[src/rtl/rf_pkg.sv]
// -----------------------------------------------------------------------------
// rf_pkg
// Shared constants and types for the register-file write arbiter slice.
//   XLEN        : data width of a register write
//   REG_ADDR_W  : register index width
//   NUM_REGS    : number of architectural registers
//   STAT_W      : width of the optional statistics counters (RF_ARB_STATS_EN)
//   REQ_ALU/LSU : requester indices into the grant/request vectors
// -----------------------------------------------------------------------------
package rf_pkg;
    localparam int XLEN       = 32;
    localparam int REG_ADDR_W = 5;
    localparam int NUM_REGS   = 2 ** REG_ADDR_W;
    localparam int STAT_W     = 16;

    localparam int REQ_ALU = 0;
    localparam int REQ_LSU = 1;

    typedef logic [REG_ADDR_W-1:0] reg_idx_t;
    typedef logic [XLEN-1:0]       data_t;
    typedef logic [STAT_W-1:0]     stat_t;

    // Increment that sticks at all-ones instead of wrapping.
    function automatic stat_t sat_inc(input stat_t v);
        return (&v) ? v : stat_t'(v + 1'b1);
    endfunction
endpackage

[src/rtl/rf_write_arbiter_if.sv]
// -----------------------------------------------------------------------------
// rf_write_arbiter_if
// Bundles the two writeback request channels, the issue-stage scoreboard set
// port, the register-file write port and the busy vector.
//   master : requester / issue side (drives valids, rd, data, sb_set)
//   slave  : the arbiter (drives readies, rf_* write port, busy)
// -----------------------------------------------------------------------------
interface rf_write_arbiter_if;
    import rf_pkg::*;

    logic                req0_valid;
    reg_idx_t            req0_rd;
    data_t               req0_data;
    logic                req0_ready;

    logic                req1_valid;
    reg_idx_t            req1_rd;
    data_t               req1_data;
    logic                req1_ready;

    logic                sb_set_valid;
    reg_idx_t            sb_set_rd;

    reg_idx_t            rf_rd;
    data_t               rf_write_data;
    logic                rf_reg_write;
    logic [NUM_REGS-1:0] busy;

    modport master (
        output req0_valid, req0_rd, req0_data,
        input  req0_ready,
        output req1_valid, req1_rd, req1_data,
        input  req1_ready,
        output sb_set_valid, sb_set_rd,
        input  rf_rd, rf_write_data, rf_reg_write, busy
    );

    modport slave (
        input  req0_valid, req0_rd, req0_data,
        output req0_ready,
        input  req1_valid, req1_rd, req1_data,
        output req1_ready,
        input  sb_set_valid, sb_set_rd,
        output rf_rd, rf_write_data, rf_reg_write, busy
    );
endinterface

[src/rtl/rr_arbiter2.sv]
// -----------------------------------------------------------------------------
// rr_arbiter2
// Two-way round-robin grant.
//   clk     : system clock, rising edge
//   reset   : asynchronous active-low reset (pointer returns to requester 0)
//   req     : request vector
//   advance : a transfer happened this cycle; move the pointer past the winner
//   grant   : one-hot or zero, never set without the matching req bit
// -----------------------------------------------------------------------------
module rr_arbiter2
    import rf_pkg::*;
(
    input  logic       clk,
    input  logic       reset,
    input  logic [1:0] req,
    input  logic       advance,
    output logic [1:0] grant
);
    // Index of the requester that wins the next conflict.
    logic pref_q, pref_d;

    always_comb begin
        grant = req;
        if (&req) begin
            grant = pref_q ? 2'b10 : 2'b01;
        end

        pref_d = pref_q;
        if (advance) begin
            if (grant[REQ_ALU]) begin
                pref_d = 1'b1;
            end else if (grant[REQ_LSU]) begin
                pref_d = 1'b0;
            end
        end
    end

    always_ff @(posedge clk or negedge reset) begin
        if (!reset) begin
            pref_q <= 1'b0;
        end else begin
            pref_q <= pref_d;
        end
    end
endmodule

[src/rtl/rf_write_arbiter.sv]
// -----------------------------------------------------------------------------
// rf_write_arbiter
// Shares the register file's single write port between the ALU (req0) and the
// LSU (req1) with round-robin arbitration, registers the write port, and keeps
// a per-register busy scoreboard for RAW hazard detection.
//   clk            : system clock, rising edge
//   reset          : asynchronous active-low reset
//   bus (slave)    : request channels, sb_set, rf_* write port, busy
//   stat_writes    : cycles with rf_reg_write=1, saturating  (RF_ARB_STATS_EN)
//   stat_conflicts : cycles with both requests valid, saturating (RF_ARB_STATS_EN)
// Optional feature macro: RF_ARB_STATS_EN.
// -----------------------------------------------------------------------------
module rf_write_arbiter
    import rf_pkg::*;
(
    input  logic                clk,
    input  logic                reset,
    rf_write_arbiter_if.slave   bus
`ifdef RF_ARB_STATS_EN
    ,
    output logic [STAT_W-1:0]   stat_writes,
    output logic [STAT_W-1:0]   stat_conflicts
`endif
);
    logic [1:0]          req;
    logic [1:0]          grant;
    logic                transfer;
    reg_idx_t            sel_rd;
    data_t               sel_data;

    reg_idx_t            rf_rd_q, rf_rd_d;
    data_t               rf_write_data_q, rf_write_data_d;
    logic                rf_reg_write_q, rf_reg_write_d;
    logic [NUM_REGS-1:0] busy_q, busy_d;

    assign req[REQ_ALU] = bus.req0_valid;
    assign req[REQ_LSU] = bus.req1_valid;
    assign transfer     = |grant;

    rr_arbiter2 u_rr (
        .clk     (clk),
        .reset   (reset),
        .req     (req),
        .advance (transfer),
        .grant   (grant)
    );

    assign bus.req0_ready    = grant[REQ_ALU];
    assign bus.req1_ready    = grant[REQ_LSU];
    assign bus.rf_rd         = rf_rd_q;
    assign bus.rf_write_data = rf_write_data_q;
    assign bus.rf_reg_write  = rf_reg_write_q;
    assign bus.busy          = busy_q;

    always_comb begin
        sel_rd   = grant[REQ_LSU] ? bus.req1_rd   : bus.req0_rd;
        sel_data = grant[REQ_LSU] ? bus.req1_data : bus.req0_data;

        // Address/data hold between transfers; the strobe is a one-cycle pulse.
        rf_rd_d         = rf_rd_q;
        rf_write_data_d = rf_write_data_q;
        rf_reg_write_d  = 1'b0;
        if (transfer) begin
            rf_rd_d         = sel_rd;
            rf_write_data_d = sel_data;
            // x0 writes are consumed but never strobed into the file.
            rf_reg_write_d  = (sel_rd != '0);
        end

        // Clear before set so a same-register collision leaves the bit busy.
        busy_d = busy_q;
        if (rf_reg_write_q) begin
            busy_d[rf_rd_q] = 1'b0;
        end
        if (bus.sb_set_valid) begin
            busy_d[bus.sb_set_rd] = 1'b1;
        end
        busy_d[0] = 1'b0;
    end

    always_ff @(posedge clk or negedge reset) begin
        if (!reset) begin
            rf_rd_q         <= '0;
            rf_write_data_q <= '0;
            rf_reg_write_q  <= 1'b0;
            busy_q          <= '0;
        end else begin
            rf_rd_q         <= rf_rd_d;
            rf_write_data_q <= rf_write_data_d;
            rf_reg_write_q  <= rf_reg_write_d;
            busy_q          <= busy_d;
        end
    end

`ifdef RF_ARB_STATS_EN
    stat_t stat_writes_q, stat_writes_d;
    stat_t stat_conflicts_q, stat_conflicts_d;

    always_comb begin
        stat_writes_d    = rf_reg_write_q ? sat_inc(stat_writes_q) : stat_writes_q;
        stat_conflicts_d = (&req) ? sat_inc(stat_conflicts_q) : stat_conflicts_q;
    end

    always_ff @(posedge clk or negedge reset) begin
        if (!reset) begin
            stat_writes_q    <= '0;
            stat_conflicts_q <= '0;
        end else begin
            stat_writes_q    <= stat_writes_d;
            stat_conflicts_q <= stat_conflicts_d;
        end
    end

    assign stat_writes    = stat_writes_q;
    assign stat_conflicts = stat_conflicts_q;
`endif
endmodule

[src/flat_wrapper.sv]
// flat-port wrapper written by rule: the top's interface ports become plain ports
module rf_write_arbiter_flat import rf_pkg::*;
  (clk, reset, bus_req0_valid, bus_req0_rd, bus_req0_data, bus_req0_ready, bus_req1_valid, bus_req1_rd, bus_req1_data, bus_req1_ready, bus_sb_set_valid, bus_sb_set_rd, bus_rf_rd, bus_rf_write_data, bus_rf_reg_write, bus_busy);
  rf_write_arbiter_if bus_i ();
  input  logic clk;
  input  logic reset;
  input wire logic [$bits(bus_i.req0_valid)-1:0] bus_req0_valid;
  input wire logic [$bits(bus_i.req0_rd)-1:0] bus_req0_rd;
  input wire logic [$bits(bus_i.req0_data)-1:0] bus_req0_data;
  output wire logic [$bits(bus_i.req0_ready)-1:0] bus_req0_ready;
  input wire logic [$bits(bus_i.req1_valid)-1:0] bus_req1_valid;
  input wire logic [$bits(bus_i.req1_rd)-1:0] bus_req1_rd;
  input wire logic [$bits(bus_i.req1_data)-1:0] bus_req1_data;
  output wire logic [$bits(bus_i.req1_ready)-1:0] bus_req1_ready;
  input wire logic [$bits(bus_i.sb_set_valid)-1:0] bus_sb_set_valid;
  input wire logic [$bits(bus_i.sb_set_rd)-1:0] bus_sb_set_rd;
  output wire logic [$bits(bus_i.rf_rd)-1:0] bus_rf_rd;
  output wire logic [$bits(bus_i.rf_write_data)-1:0] bus_rf_write_data;
  output wire logic [$bits(bus_i.rf_reg_write)-1:0] bus_rf_reg_write;
  output wire logic [$bits(bus_i.busy)-1:0] bus_busy;
  assign bus_i.req0_valid = bus_req0_valid;
  assign bus_i.req0_rd = bus_req0_rd;
  assign bus_i.req0_data = bus_req0_data;
  assign bus_req0_ready = bus_i.req0_ready;
  assign bus_i.req1_valid = bus_req1_valid;
  assign bus_i.req1_rd = bus_req1_rd;
  assign bus_i.req1_data = bus_req1_data;
  assign bus_req1_ready = bus_i.req1_ready;
  assign bus_i.sb_set_valid = bus_sb_set_valid;
  assign bus_i.sb_set_rd = bus_sb_set_rd;
  assign bus_rf_rd = bus_i.rf_rd;
  assign bus_rf_write_data = bus_i.rf_write_data;
  assign bus_rf_reg_write = bus_i.rf_reg_write;
  assign bus_busy = bus_i.busy;
  rf_write_arbiter u_core (.clk(clk), .reset(reset), .bus(bus_i));
endmodule
[config.mk]
export PLATFORM = sky130hd
export DESIGN_NAME = rf_write_arbiter_flat
export DESIGN_NICKNAME = d
export VERILOG_FILES = /design/src/rtl/rf_pkg.sv /design/src/rtl/rf_write_arbiter_if.sv /design/src/rtl/rr_arbiter2.sv /design/src/rtl/rf_write_arbiter.sv /design/src/flat_wrapper.sv
export SDC_FILE = /design/constraint.sdc
export NUM_CORES = 1
export LEC_CHECK = 0
export CAP_MARGIN = 30
export CORE_UTILIZATION = 40
export CTS_CLUSTER_SIZE = 20
export DETAILED_ROUTE_END_ITERATION = 10
export PLACE_DENSITY = 0.8
export SLEW_MARGIN = 40
export SYNTH_ARGS = -nofsm -noshare
export SYNTH_HDL_FRONTEND = slang
export SYNTH_HIERARCHICAL = 1
export SYNTH_SLANG_ARGS = --single-unit
[constraint.sdc]
create_clock -name clk -period 2.1 [get_ports clk]
set_clock_uncertainty 0.15 [all_clocks]
set_input_delay 0.42 -clock clk [delete_from_list [all_inputs] [get_ports clk]]
set_output_delay 0.42 -clock clk [all_outputs]
set_load 0.03 [all_outputs]
# --- After elaboration in Yosys (flattened, before gate mapping) ---
# Index checks and enable logic that the tools add are counted.
# W data, S select, Z words.
totals:
  ff_bits: 70
  output_inout_bits: 72
  word_cells: 32
op_classes:
  n_lt_le_gt_ge: 4
  muxes: 13
  bitwise: 3
  reduce_logical: 7
op_table:
  columns: ["operator", "n"]
  rows:
  - ["$mux W32", 3]
  - ["$and A32 B32 Y32", 1]
  - ["$not A32 Y32", 1]
  - ["$or A32 B32 Y32", 1]
  - ["$lt A5 B6 Y1 const B", 2]
  - ["$demux W1 S5", 2]
  - ["$ge A5 B1 Y1 const B", 2]
  - ["$mux W1", 5]
  - ["$mux W5", 1]
  - ["$reduce_bool A5 Y1", 1]
  - ["$mux W2", 2]
  - ["$reduce_and A2 Y1", 2]
  - ["$logic_and A1 B1 Y1", 2]
  - ["$reduce_bool A2 Y1", 1]
  - ["$reduce_or A2 Y1", 1]

# --- Depth between registers and ports, before layout ---
# Gate-level depths: netlist of the first run.
logic_depth:
  word_depth: 9
  mapped_depth: 6
  depth_no_buf: 5

# --- Cells and area by module ---
# The synthesis of the first run kept the hierarchy.
by_module_without_submodules:
  columns: ["module", "n_inst", "cells_per_inst", "area_each_um2", "seq_area_each_um2"]
  rows:
  - ["rf_write_arbiter", 1, 288, 3050.4, 1726.7]
  - ["rr_arbiter2", 1, 6, 55.1, 25.0]

# --- Worst setup path before layout of the first run ---
# No wires, ideal clock.
synth_timing:
  path_type: "input to register"
  from: "input bus_req0_valid"
  to: "register u_core.rf_write_data_q[10] (netlist: u_core/bus.rf_write_data[10])"
  setup_time_ns: 0.132
  arrival_ns: 2.054
  required_ns: 1.818
  slack_ns: -0.236
  cell_stages: 5
  n_path_buf: 2
  cell_sequence: "a21boi_0 > buf_4 > buf_4 > mux2i_1 > o21ai_1"
synth_between:
  elab_chain_len: 3
synth_lines:
  columns: ["item", "line", "source"]
  rows:
  - ["start, declared", "flat_wrapper.sv:7", "input wire logic [$bits(bus_i.req0_valid)-1:0] bus_req0_valid;"]
  - ["$reduce_and A2 Y1", "rr_arbiter2.sv:24", "if (&req) begin"]
  - ["$mux W2 *", "rr_arbiter2.sv:24", null]
  - ["$mux W32 / $reduce_or A2 Y1 (equally long branches)", "rf_write_arbiter.sv:57, rf_write_arbiter.sv:38", null]
  - ["end signal, assigned", "rf_write_arbiter.sv:89", "rf_write_data_q <= rf_write_data_d;"]
  - ["end, declared", "rf_write_arbiter.sv:32", "data_t rf_write_data_q, rf_write_data_d;"]
# Mark *: on every way between the ends. The rest lies on a longest branch, timed or not.
# A chain may end at the register's enable or synchronous reset.

# --- Worst setup path in the final report of the first run ---
layout_timing:
  from: "register u_core.rf_rd_q[1] (netlist: u_core/bus.rf_rd[1])"
  to: "output bus_rf_rd[1]"
layout_rtl:
  columns: ["item", "line", "source"]
  rows:
  - ["start, declared", "rf_write_arbiter.sv:31", "reg_idx_t rf_rd_q, rf_rd_d;"]
  - ["start signal, assigned", "rf_write_arbiter.sv:88", "rf_rd_q <= rf_rd_d;"]
  - ["end, declared", "flat_wrapper.sv:17", "output wire logic [$bits(bus_i.rf_rd)-1:0] bus_rf_rd;"]
# No word-level cell between the ends.

==> summary.md, run 1 <==
| Metric | Value |
|---|---|
| Internal power | 0.00382 W |
| Grt ovf | 0 |
| CTS root buffer | clkbuf_8 |
| CP endpoint kind | primary output |
| Ant diodes | 0 |
| Final setup viols | 0 |
| Clock Sinks | 70 |
| CTS clock-pin slew for the worst setup and hold paths | 0.07 ns |
| Num CTS Buffers | 9 |
| Peak supply drop | 0.613 mV |
| Fmax | 491 MHz |
| Die Y | 90.1 um |
| Final Instance Area | 5090 um^2 |
| Critical Path AT | 1.47 ns |
| Worst R2R Start | u_core/u_rr/pref_q |
| WHS | 0.355 ns |
| Switching pwr | 0.00259 W |
| Max_cap viols | 0 |
| First-pass GRT wire length | 15600 um |
| Prevailing post-synth register cell | dfrtp_1 |
| Share of cells above drive strength 1 | 0.0917 |
| Detail Route Antenna Nets | 0 |
| Leakage | 2.08 nW |
| Drt drc | 0 |
| Sw Share | 0.405 |
| Slew HR | 0.614 |
| Type of the worst setup path | reg2out |
| CP max stage delay | 0.71 ns |
| Vias | 2924 |
| Min-Delay Path Class | reg2reg |
| Register area share after synthesis | 0.564 |
| Synthesized area | 3110 um^2 |
| Placed cell areas | 4880 um^2 |
| Synth Warn # | 6 |
| Yosys top cell area share | 0.564 |
| List of most frequent post-synthesis cells | o21ai_1, dfrtp_1, nand2_1 |
| Post-synth cell types | 28 |
| Yosys top cell by area | dfrtp_1 |
| Vias in the first global route | 3039 |
| Post-DP HPWL | 7230 um |
| Initial antenna violation count | 0 |
| Worst-Margin Slew | 0.579 ns |
| Initial Util | 0.421 |
| Setup crit start kind | register |
| Design Power | 0.00641 W |
| Hold Violations, Final | 0 |
| WP data required | 1.53 ns |
| Clk_lat worst skew | 0.33 ns |
| Syn nets | 378 |
| Nets | 549 |
| Post-Synthesis Cells | 294 |
| CP Buf/Inv Count | 1 |
| Buffer depth of the longest clock path | 2 |
| Crit path cell chain | clkdlybuf4s50_1 |
| Fraction of registers with async set/reset | 1.00 |
| Via density | 5.15 |
| Status | complete, no violations |
| Critical Path Fanout Max | 6 |
| Port Buffers | 154 |
| CP max stage cell | clkdlybuf4s50_1 |
| Clk pwr share | 0.164 |
| Slew Viols, Final | 0 |
| CP Launch Point | u_core/bus.rf_rd[1] |
| Comb pwr share | 0.503 |
| Die X | 90.1 um |
| DR WL/cell | 16.8 um |
| Synth top area cells | dfrtp_1, mux2i_1, o21ai_1 |
| Critical path's top delay family | buffers and inverters |
| Routability cong. | 0.852 |
| Number of synthesized register bits | 70 |
| Top-count cell post-synth | o21ai_1 |
| Sequential fraction of design power | 0.333 |
| Final TNS setup | 0 ns |
| Detailed Route WL | 9540 um |
| Cell Rows | 31 |
| Fin crit share | 0.970 |
| Final design utilization | 0.691 |
| Post-synth EDFFs | 0 |
| Initial DRC Count | 171 |
| Unrepaired setup endpoints after global routing | false |
| Synthesis-to-layout area growth | 64.1% |
| Largest net degree at the start of global routing | 36 |
| Top Ports | 156 |
| Worst Hold Launch | u_core/bus.busy[4] |
| Mean Syn Cell Area | 10.6 um^2 |
| PwrDens | 1260 nW/um^2 |
| CORE AREA | 7370 um^2 |
| Die ar. | 8120 um^2 |
| CTS H-tree lvls | 3 |
| Final min period | 2.04 ns |
| GRT Overall Usage | 0.243 |
| CTS tree | yes |
| Drt first pass iters | 4 |
-- path summary, 6_finish.rpt --
kind | cells past startpoint | to | slack, ns
worst max-delay path | 1 | bus_rf_rd[1] | 0.06
worst min-delay path | 2 | u_core/bus.busy[4] | 0.35
worst max register to register | 7 | u_core/bus.rf_reg_write | 0.45
worst min register to register | 2 | u_core/bus.busy[4] | 0.35
max in group asynchronous | 3 | u_core/bus.rf_rd[3] | 0.78
min in group asynchronous | 2 | u_core/bus.busy[5] | 0.47
-- per-layer routing --
layer	global-route usage	share of wire	routed length (um)
met4	0.0887	0.022	211
met1	0.297	0.41	3950
met2	0.426	0.52	4990
met5	0	0	0
met3	0.0448	0.040	380
-- power by group through the flow --
stage | sequential (W) | combinational, W | clock (W)
2_1_floorplan | 0.00310 | 0.000744 | 0
3_3_place_gp | 0.00215 | 0.00315 | 0
3_5_place_dp | 0.00216 | 0.00321 | 0
4_1_cts | 0.00214 | 0.00323 | 0.00107
5_1_grt | 0.00220 | 0.00340 | 0.00113
6_report | 0.00214 | 0.00323 | 0.00105
-- registers in the layout (all words and copies together), names as in the netlist --
signal,cells
u_core/bus.busy,31
u_core/bus.rf_rd,5
u_core/bus.rf_write_data,32
u_core/u_rr/pref_q,1
u_core/bus.rf_reg_write,1
-- repair_timing --
action	4_1_cts	5_1_grt
hold buffers	1	0
endpoints found under the setup margin	0	4
hold endpoints to repair	21	0
resized for setup	0	2
setup buffers	0	2
-- layout by cell type (no fill, tap or decap), types with 2 or more instances in the layout --
cell type	instances
clkdlybuf4s50_1	149
o21ai_1	71
dfrtp_1	70
nand2_1	37
mux2i_1	36
o21ai_0	27
buf_4	16
clkbuf_8	10
nand3b_1	8
clkbuf_1	4
nand3_1	4
or3b_4	4
buf_12	4
or3b_1	3
nor2_1	3
dlymetal6s2s_1	2
or3_1	2
nand3b_2	2
a21oi_1	2
mux2_2	2
a21boi_4	2
-- cell families after synthesis --
| group | count (synthesis) | share of synthesized area |
|---|---|---|
| simple gates | 67 | 0.117 |
| flops | 70 | 0.564 |
| buf+inv | 14 | 0.0242 |
| compound gates | 104 | 0.170 |
| other cells | 1 | 0.00121 |
| mux | 38 | 0.123 |
-- worst min-delay path, stage by stage, from the launching register on --
cell and delay, ns:
dfrtp_1 0.34, o21ai_1 0.06, o21ai_1 0.06
-- layout make-up --
type | instances | area, um^2
Multi-Input combinational cell | 210 | 1300
Fill cell | 579 | 2270
Tap cell | 99 | 124
Inverter | 1 | 3.75
Clock buffer | 14 | 153
Sequential cell | 70 | 1750
Timing Repair Buffer | 173 | 1730
Clock inverter | 1 | 30.0
-- stage by stage --
step | instances | setup WS (ns)
finish | 568 | 0.0628
global route | 568 | 0.00496
CTS | 566 | 0.0200
detailed placement | 550 | 0.0138
global placement | 550 | 0.0473
floorplan | 294 | 0.0540
No activity file was read; power rests on OpenSTA's default activity.
==> run 2, diff against run 1 <==
--- a/config.mk
+++ b/config.mk
@@ -7,9 +7,11 @@
 export LEC_CHECK = 0
 export CAP_MARGIN = 30
 export CORE_UTILIZATION = 40
+export CTS_CLUSTER_DIAMETER = 150
 export CTS_CLUSTER_SIZE = 20
 export DETAILED_ROUTE_END_ITERATION = 10
 export PLACE_DENSITY = 0.8
+export RECOVER_POWER = 25
 export SLEW_MARGIN = 40
 export SYNTH_ARGS = -nofsm -noshare
 export SYNTH_HDL_FRONTEND = slang
==> run 2 against run 1 <==
Compared with the run above: register-to-register slack barely moved; final cell count stayed put; die area is the same; sequential power barely moved; critical path type unchanged; final area shrank 0.59%; fmax about the same; worst setup slack worse by 0.00072 ns; sequential share of layout area rose by 0.20 points.
==> summary.md, run 2 (same netlist as run 1, synthesis figures left out) <==
| Metric | Value |
|---|---|
| Final min period | 2.04 ns (about the same) |
| Slew HR | 0.555 (was 0.614) |
| Vias in the first global route | 3039 (unchanged) |
| Drt drc | 0 (unchanged) |
| CTS clock-pin slew for the worst setup and hold paths | 0.07 ns (about the same) |
| Fmax | 491 MHz (about the same) |
| Drt first pass iters | 4 (unchanged) |
| First-pass GRT wire length | 15600 um (unchanged) |
| Final setup viols | 0 (unchanged) |
| Final Instance Area | 5060 um^2 (was 5090 um^2) |
| Cell Rows | 31 (unchanged) |
| Leakage | 2.07 nW (was 2.08 nW) |
| Via density | 5.15 (about the same) |
| PwrDens | 1260 nW/um^2 (about the same) |
| Min-Delay Path Class | reg2reg (unchanged) |
| Die X | 90.1 um (unchanged) |
| DR WL/cell | 16.8 um (about the same) |
| Initial Util | 0.421 (unchanged) |
| Worst-Margin Slew | 0.667 ns (was 0.579 ns) |
| Critical Path AT | 1.47 ns (about the same) |
| Critical path's top delay family | buffers and inverters (unchanged) |
| CTS tree | yes (unchanged) |
| GRT Overall Usage | 0.243 (unchanged) |
| Synthesis-to-layout area growth | 63.1% (was 64.1%) |
| CTS root buffer | clkbuf_8 (unchanged) |
| Crit path cell chain | clkdlybuf4s50_1 (unchanged) |
| Commonest non-fill, non-tap cell in the layout | clkdlybuf4s50_1 (unchanged) |
| Unrepaired setup endpoints after global routing | false (unchanged) |
| Internal power | 0.00381 W (was 0.00382 W) |
| Grt ovf | 0 (unchanged) |
| CORE AREA | 7370 um^2 (unchanged) |
| Hold Violations, Final | 0 (unchanged) |
| Most frequent cells in the layout | clkdlybuf4s50_1, o21ai_1, dfrtp_1 (unchanged) |
| Sequential fraction of design power | 0.334 (was 0.333) |
| Initial antenna violation count | 0 (unchanged) |
| Type of the worst setup path | reg2out (unchanged) |
| Top Ports | 156 (unchanged) |
| Clock Sinks | 70 (unchanged) |
| Largest net degree at the start of global routing | 36 (unchanged) |
| Status | complete, no violations (unchanged) |
| Die Y | 90.1 um (unchanged) |
| Initial DRC Count | 181 (was 171) |
| Max reg flops | 32 (unchanged) |
| CP endpoint kind | primary output (unchanged) |
| Num CTS Buffers | 9 (unchanged) |
| Detailed Route WL | 9530 um (was 9540 um) |
| CP max stage delay | 0.71 ns (about the same) |
| Max_cap viols | 0 (unchanged) |
| Final TNS setup | 0 ns (unchanged) |
| WP data required | 1.53 ns (about the same) |
| CTS H-tree lvls | 3 (unchanged) |
| Comb pwr share | 0.503 (about the same) |
| Setup crit start kind | register (unchanged) |
| Share of cells above drive strength 1 | 0.0917 (unchanged) |
| Die ar. | 8120 um^2 (unchanged) |
| Clk pwr share | 0.164 (about the same) |
| Slew Viols, Final | 0 (unchanged) |
| Nets | 549 (unchanged) |
| Peak supply drop | 0.612 mV (was 0.613 mV) |
| Port Buffers | 154 (unchanged) |
| Vias | 2923 (was 2924) |
| Routability cong. | 0.852 (unchanged) |
| Detail Route Antenna Nets | 0 (unchanged) |
| Fin crit share | 0.970 (about the same) |
| Switching pwr | 0.00259 W (about the same) |
| Post-DP HPWL | 7230 um (unchanged) |
| Ant diodes | 0 (unchanged) |
| Placed cell areas | 4880 um^2 (unchanged) |
| Final design utilization | 0.687 (was 0.691) |
| Critical Path Fanout Max | 6 (unchanged) |
| CP max stage cell | clkdlybuf4s50_1 (unchanged) |
| CP Buf/Inv Count | 1 (unchanged) |
| Buffer depth of the longest clock path | 2 (unchanged) |
| Sw Share | 0.405 (about the same) |
| Clk_lat worst skew | 0.33 ns (about the same) |
run 2: cell count changes in the layout (fill, tap and decap cells not counted), sizes merged:
cell and delta:
buf -3, clkbuf +3
run 2: metal layers:
| layer | vias to the layer above | part of all wire | global-route usage | wire length [um] |
|---|---|---|---|---|
| met2 | 91 | 0.53 | 0.426 | 5030 |
| li1 | 1392 | - | - | - |
| met1 | 1423 | 0.41 | 0.297 | 3860 |
| met4 | 0 | 0.022 | 0.0887 | 211 |
| met3 | 17 | 0.045 | 0.0448 | 427 |
| met5 | - | 0 | 0 | 0 |
run 2: final timing paths:
| path | startpoint | end | slack (ns) | cells past startpoint |
|---|---|---|---|---|
| max | u_core/bus.rf_rd[1] | bus_rf_rd[1] | 0.06 | 1 |
| min | u_core/bus.busy[4] | u_core/bus.busy[4] | 0.35 | 2 |
| max reg2reg | u_core/u_rr/pref_q | u_core/bus.rf_reg_write | 0.45 | 7 |
| min reg2reg | u_core/bus.busy[4] | u_core/bus.busy[4] | 0.35 | 2 |
| max in group asynchronous | reset | u_core/bus.rf_rd[3] | 0.28 | 3 |
| min in group asynchronous | reset | u_core/bus.busy[5] | 0.46 | 2 |
run 2: final cells by class:
type / instances / area [um^2]
inverter: 1 / 3.75
clock inverter: 1 / 30.0
clock buffer: 14 / 153
multi-input combinational: 210 / 1300
sequential: 70 / 1750
fill: 583 / 2300
tap: 99 / 124
timing repair buffer: 173 / 1700
run 2: power groups by stage:
stage | Clock [W] | Sequential, W | Combinational, W
6_report | 0.00105 | 0.00214 | 0.00322
5_1_grt | 0.00113 | 0.00220 | 0.00339
4_1_cts | 0.00107 | 0.00214 | 0.00323
3_5_place_dp | 0 | 0.00216 | 0.00321
3_3_place_gp | 0 | 0.00215 | 0.00315
2_1_floorplan | 0 | 0.00310 | 0.000744
run 2: timing repair:
item	in CTS	in global routing
hold buffers	1	0
hold endpoints to repair	21	0
gates resized for setup	0	2
setup endpoints to repair	0	4
buffers inserted	0	2
run 2: per-stage QoR:
stage	hold WS [ns]	total power (W)	instances	setup WS (ns)
2_1_floorplan	-0.0256	0.00384	294	0.0540
3_3_place_gp	0.291	0.00530	550	0.0473
3_5_place_dp	0.307	0.00537	550	0.0138
4_1_cts	0.354	0.00644	566	0.0200
5_1_grt	0.375	0.00672	568	0.00496
6_report	0.353	0.00640	568	0.0620
